File: config.mk
export PLATFORM = sky130hd
export DESIGN_NAME = irq_ctrl
export DESIGN_NICKNAME = d
export VERILOG_FILES = /design/src/rtl/irq_ctrl.sv
export SDC_FILE = /design/constraint.sdc
export NUM_CORES = 1
export LEC_CHECK = 0
export CORE_MARGIN = 5
export CORE_UTILIZATION = 43
export DETAILED_ROUTE_END_ITERATION = 7
export GPL_TIMING_DRIVEN = 0
export PLACE_DENSITY_LB_ADDON = 0.05
export SLEW_MARGIN = 10
export SYNTH_ARGS = -nofsm -noshare
export SYNTH_HDL_FRONTEND = slang
export SYNTH_SLANG_ARGS = --single-unit
File: constraint.sdc
create_clock -name clk -period 1.7 [get_ports clk]
set_input_delay 0.34 -clock clk [delete_from_list [all_inputs] [get_ports clk]]
set_output_delay 0.34 -clock clk [all_outputs]
set_load 0.02 [all_outputs]
File: src/rtl/irq_ctrl.sv
// Interrupt controller: synchronises N sources, latches edge/level requests, masks them and
// presents the lowest-index request to the core through a req/ack handshake.
module irq_ctrl #(
    parameter int unsigned         NUM_IRQ     = 5,
    parameter int unsigned         SYNC_STAGES = 2,
    parameter logic [NUM_IRQ-1:0]  EDGE_MODE   = '0
) (
    input  logic               clk,
    input  logic               rst,
    input  logic [NUM_IRQ-1:0] irq_in,
    input  logic               mask_we,
    input  logic [NUM_IRQ-1:0] mask_wdata,
    input  logic               ack,
    input  logic [4:0]         ack_id,
    output logic [NUM_IRQ-1:0] mask,
    output logic [NUM_IRQ-1:0] pending,
    output logic [NUM_IRQ-1:0] overrun,
    output logic [NUM_IRQ-1:0] interrupts,
    output logic               irq_req,
    output logic [4:0]         irq_id
);

    localparam logic StIdle = 1'b0;
    localparam logic StReq  = 1'b1;

    logic [SYNC_STAGES-1:0][NUM_IRQ-1:0] sync_q;
    logic [NUM_IRQ-1:0] sync_s;
    logic [NUM_IRQ-1:0] prev_q;
    logic [NUM_IRQ-1:0] rise;
    logic [NUM_IRQ-1:0] clr;
    logic [NUM_IRQ-1:0] req_vec;
    logic [NUM_IRQ-1:0] pending_q, pending_d;
    logic [NUM_IRQ-1:0] overrun_q, overrun_d;
    logic [NUM_IRQ-1:0] mask_q, mask_d;
    logic [NUM_IRQ-1:0] interrupts_q;
    logic               state_q, state_d;
    logic [4:0]         irq_id_q, irq_id_d;
    logic [4:0]         lowest_id;
    logic               ack_accept;

    assign sync_s  = sync_q[SYNC_STAGES-1];
    assign rise    = sync_s & ~prev_q & EDGE_MODE;
    assign req_vec = pending_q & mask_q;

    // irq_id_q is always a valid channel while in REQ, so out-of-range ack_id never matches.
    assign ack_accept = ack && (state_q == StReq) && (ack_id == irq_id_q);
    assign clr        = ack_accept ? (NUM_IRQ'(1) << irq_id_q) : '0;

    always_comb begin
        lowest_id = '0;
        for (int i = NUM_IRQ - 1; i >= 0; i--) begin
            if (req_vec[i]) lowest_id = 5'(i);
        end
    end

    // A rise coinciding with the clearing ack keeps the channel pending and leaves overrun alone.
    always_comb begin
        pending_d = pending_q;
        overrun_d = overrun_q;
        for (int i = 0; i < NUM_IRQ; i++) begin
            if (EDGE_MODE[i]) begin
                if (rise[i]) begin
                    pending_d[i] = 1'b1;
                    if (!clr[i] && pending_q[i]) overrun_d[i] = 1'b1;
                end else if (clr[i]) begin
                    pending_d[i] = 1'b0;
                    overrun_d[i] = 1'b0;
                end
            end else begin
                pending_d[i] = sync_s[i];
                overrun_d[i] = 1'b0;
            end
        end
    end

    assign mask_d = mask_we ? mask_wdata : mask_q;

    always_comb begin
        state_d  = state_q;
        irq_id_d = irq_id_q;
        case (state_q)
            StIdle: begin
                if (|req_vec) begin
                    state_d  = StReq;
                    irq_id_d = lowest_id;
                end
            end
            StReq: begin
                if (ack_accept) state_d = StIdle;
            end
            default: state_d = StIdle;
        endcase
    end

    always_ff @(posedge clk or posedge rst) begin
        if (rst) begin
            sync_q       <= '0;
            prev_q       <= '0;
            pending_q    <= '0;
            overrun_q    <= '0;
            mask_q       <= '1;
            interrupts_q <= '0;
            state_q      <= StIdle;
            irq_id_q     <= '0;
        end else begin
            sync_q       <= {sync_q[SYNC_STAGES-2:0], irq_in};
            prev_q       <= sync_s;
            pending_q    <= pending_d;
            overrun_q    <= overrun_d;
            mask_q       <= mask_d;
            interrupts_q <= pending_q & mask_q;
            state_q      <= state_d;
            irq_id_q     <= irq_id_d;
        end
    end

    assign mask       = mask_q;
    assign pending    = pending_q;
    assign overrun    = overrun_q;
    assign interrupts = interrupts_q;
    assign irq_req    = (state_q == StReq);
    assign irq_id     = irq_id_q;

endmodule

==> results of run 1 <==
==> power by group <==
group          internal, mW  total (mW)  switching, mW  leakage (nW)
Sequential            0.769       0.820         0.0513         0.341
Clock                 0.195       0.400          0.205        0.0314
Combinational         0.186       0.365          0.179         0.366
Total                  1.15        1.58          0.435         0.738
==> synth_stat cells, drive strengths merged <==
cell type   n
and2        4
o41ai       1
nor2        2
a21oi       3
dfrtp      24
dfstp       5
o21ai       1
o32ai       1
o41a        1
buf         7
nor4        1
conb        1
a22oi       1
mux2        5
a32oi       1
xor2        3
a222oi      1
nand2       2
inv         4
==> kinds of logic (layout without fill, tap and decap cells) <==
group,after synthesis,in the layout
flip-flops,29,29
buffers and inverters,11,55
AO/OA/AOI/OAI,10,10
AND/OR/NAND/NOR,9,9
multiplexers,5,5
XOR/XNOR,3,3
other,1,7
==> repair_timing <==
item | CTS | global route
endpoints found under the setup margin | 6 | 5
gates resized for setup | 6 | 5
hold endpoints to repair | 0 | 0
==> metrics by stage <==
step | std cells | hold slack (ns)
after floorplan | 74 | 0.331
after global placement | 139 | 0.333
after detailed placement | 139 | 0.335
after CTS | 146 | 0.353
after global routing | 146 | 0.368
final | 146 | 0.350
==> state kept, by name, indices dropped and copies added, names as in the netlist <==
| signal | flops |
|---|---|
| interrupts | 5 |
| mask | 5 |
| pending | 5 |
| pending_d | 5 |
| sync_q | 5 |
| irq_id | 3 |
| irq_req | 1 |
==> final cells by class <==
cell class | instances | area [sq um]
flip-flops and latches | 29 | 732
multi-input cells | 34 | 236
inverters | 4 | 15.0
well taps | 28 | 35.0
clock buffers | 7 | 55.1
repair buffers | 37 | 375
plain buffers | 7 | 52.6
fillers | 193 | 732
==> metal layers <==
layer	GRT usage, %	vias to the layer above
met1	12.6	312
met4	6.95	0
li1	-	319
met3	5.26	5
met2	21.4	27
met5	0	-
==> worst paths after layout <==
path / from / end / slack, ns / cells past startpoint
min in group asynchronous: rst / pending[1] / 0.57 / 2
max in group asynchronous: rst / pending[0] / 0.52 / 2
hold / removal: pending_d[2] / pending[2] / 0.35 / 0
setup / recovery: pending[1] / pending[1] / 0.04 / 1
hold reg to reg: pending_d[2] / pending[2] / 0.35 / 0
setup reg to reg: pending[1] / irq_id[0] / 0.40 / 3
==> impl_results.md, run 1 <==
* Status: completed
* Arrival time worst endpoint at approximately 1.3 ns
* # H-tree levels at 2
* Post-layout util at about two thirds
* Final nets at 137
* Sequential-to-total area share from yosys stat at between 70 and 80%
* Yosys top cell by area: dfrtp_1
* Number of synthesized register bits at 29
* Ys Warns at 0
* WL/cell at about 13 um
* Buffers & Inverters on Critical Path at 1
* Mux share of post-synthesis cell area at ~5.6%
* Commonest non-fill, non-tap cell in the layout: clkdlybuf4s50_1
* Layout cells sized above 1 at between 20% and 30%
* Final WL at about 1900 um
* Die ar. at between 3000 and 4000 sq um
* Compound-Gate Fraction of Synth Area at under 10%
* Top delay family on crit path: buffers and inverters
* Final Cycle Share at a little over nine tenths
* Vias at 663
* Drt first-iter violations at 7
* Detail Route met2 WL at about 1000 um
* Initial Util at around 45%
* Layout Skew at between 0.005 and 0.006 ns
* Global-route wire length before repair at 3070 um
* Crit Path Class: reg -> out
* Rows at 17
* HPWL after DPL at around 1500 um
* HP Class: reg -> reg
* Post-CTS Hold Buffers at 0
* Final min period at 1.66 ns
* Core area at approximately 2200 sq um
* Skew-Pair Late Insertion Delay at about 0.3 ns
* DR WL met3 at ~180 um
* Post-layout power at 1.58 mW
* # port buffers at 37
* Cell variety after synth at 21
* Highest Clock Rate at 604 MHz
* Worst Path Required at 1.36 ns
* Post-Synth XOR/XNOR Area at around 2.6%
* Mapped Area at about 1000 sq um
* Mean Syn Cell Area at 14.9 sq um
* Die height at about 60 um
* Setup WS post-layout at 0.0436 ns
* Io pins at 45
* CP max-delay cell: clkdlybuf4s50_1
* CTS buffer count at 5
* M1 WL at ~710 um
* CTS tree: done
* Ranking of synthesized cells by area: dfrtp_1 59%, dfstp_2 13%, mux2_2 5.6%, buf_4 5.2%, xor2_1 2.6%
* DRT antenna net count at 0
* Area Overhead vs Synth at 48.1%
* Setup bufs post-CTS at 0
* Fin. max-slew vios at 0
* Total grt overflow at 0
* Area after DPL at about 1400 sq um
* CP cell instances: clkdlybuf4s50_1
* Worst-path clk slew at approximately 0.080 ns
* Final TNS setup at 0 ns
* Lkg Pwr at around 0.74 nW
* Top routing layer used: met4
* Top cell type's share of synthesized area at between 50 and 60%
* Clk root buf: clkbuf_4
* Largest family of logic cells by synthesized area: compound AO/OA/AOI/OAI gates
* Setup violators final at 0
* Cells after Synth at a little under 70
* Detailed-route DRC error count at 0
* Peak VDD IR at between 0.7 and 0.8 mV
* Clk sinks at 29
* Design area at ~1500 sq um
* Largest net degree at the start of global routing at 30
* Antenna diodes at 0
* CP max FO at 3
* Endpoints failing hold at 0
* Most frequent cells in the layout: 26 x clkdlybuf4s50_1, 24 x dfrtp_1, 7 x buf_4, 7 x conb_1, 6 x dlygate4sd2_1
* Max_slew headroom at between 30% and 40%
* Max_cap viols at 0
* Slowest stage delay, CP at around 0.62 ns
* Synth Area in Simple Gates at slightly above 5%
* Die X at 58.6 um
* Crit end category: primary output
* Critical path launch point type: flip-flop
* Slew of the pin with the lowest slew margin at between 1 and 1.5 ns
* Total track usage at between 10% and 20%
* Dpl ws at between 0.08 and 0.09 ns
* Routability Congestion at 0.710
* DR pass1 iterations at 4
* Vias in the first global route at about 700
* Adder-cell share of the synthesized area at 0%
* CTS max path bufs at 2
* P per Cell Area at approximately 1100 nW/um^2
* Initial antenna violation count at 0
* Vias per cell at around 4.5
* RSZ-0062 raised after global routing: false
Note: power is estimated with default switching activity, not from simulation.
==> run 2: changes to the inputs <==
--- a/config.mk
+++ b/config.mk
@@ -7,6 +7,7 @@
 export LEC_CHECK = 0
 export CORE_MARGIN = 5
 export CORE_UTILIZATION = 43
+export CTS_CLUSTER_SIZE = 40
 export DETAILED_ROUTE_END_ITERATION = 7
 export GPL_TIMING_DRIVEN = 0
 export PLACE_DENSITY_LB_ADDON = 0.05
==> results of run 2 <==
Final layout, timing and power as in run 1 (identical DEF).
==> run 3: changes to the inputs <==
--- a/config.mk
+++ b/config.mk
@@ -7,7 +7,7 @@
 export LEC_CHECK = 0
 export CORE_MARGIN = 5
 export CORE_UTILIZATION = 43
-export CTS_CLUSTER_SIZE = 40
+export CTS_CLUSTER_SIZE = 12
 export DETAILED_ROUTE_END_ITERATION = 7
 export GPL_TIMING_DRIVEN = 0
 export PLACE_DENSITY_LB_ADDON = 0.05
==> results of run 3 <==
Final layout, timing and power as in run 1 (identical DEF).
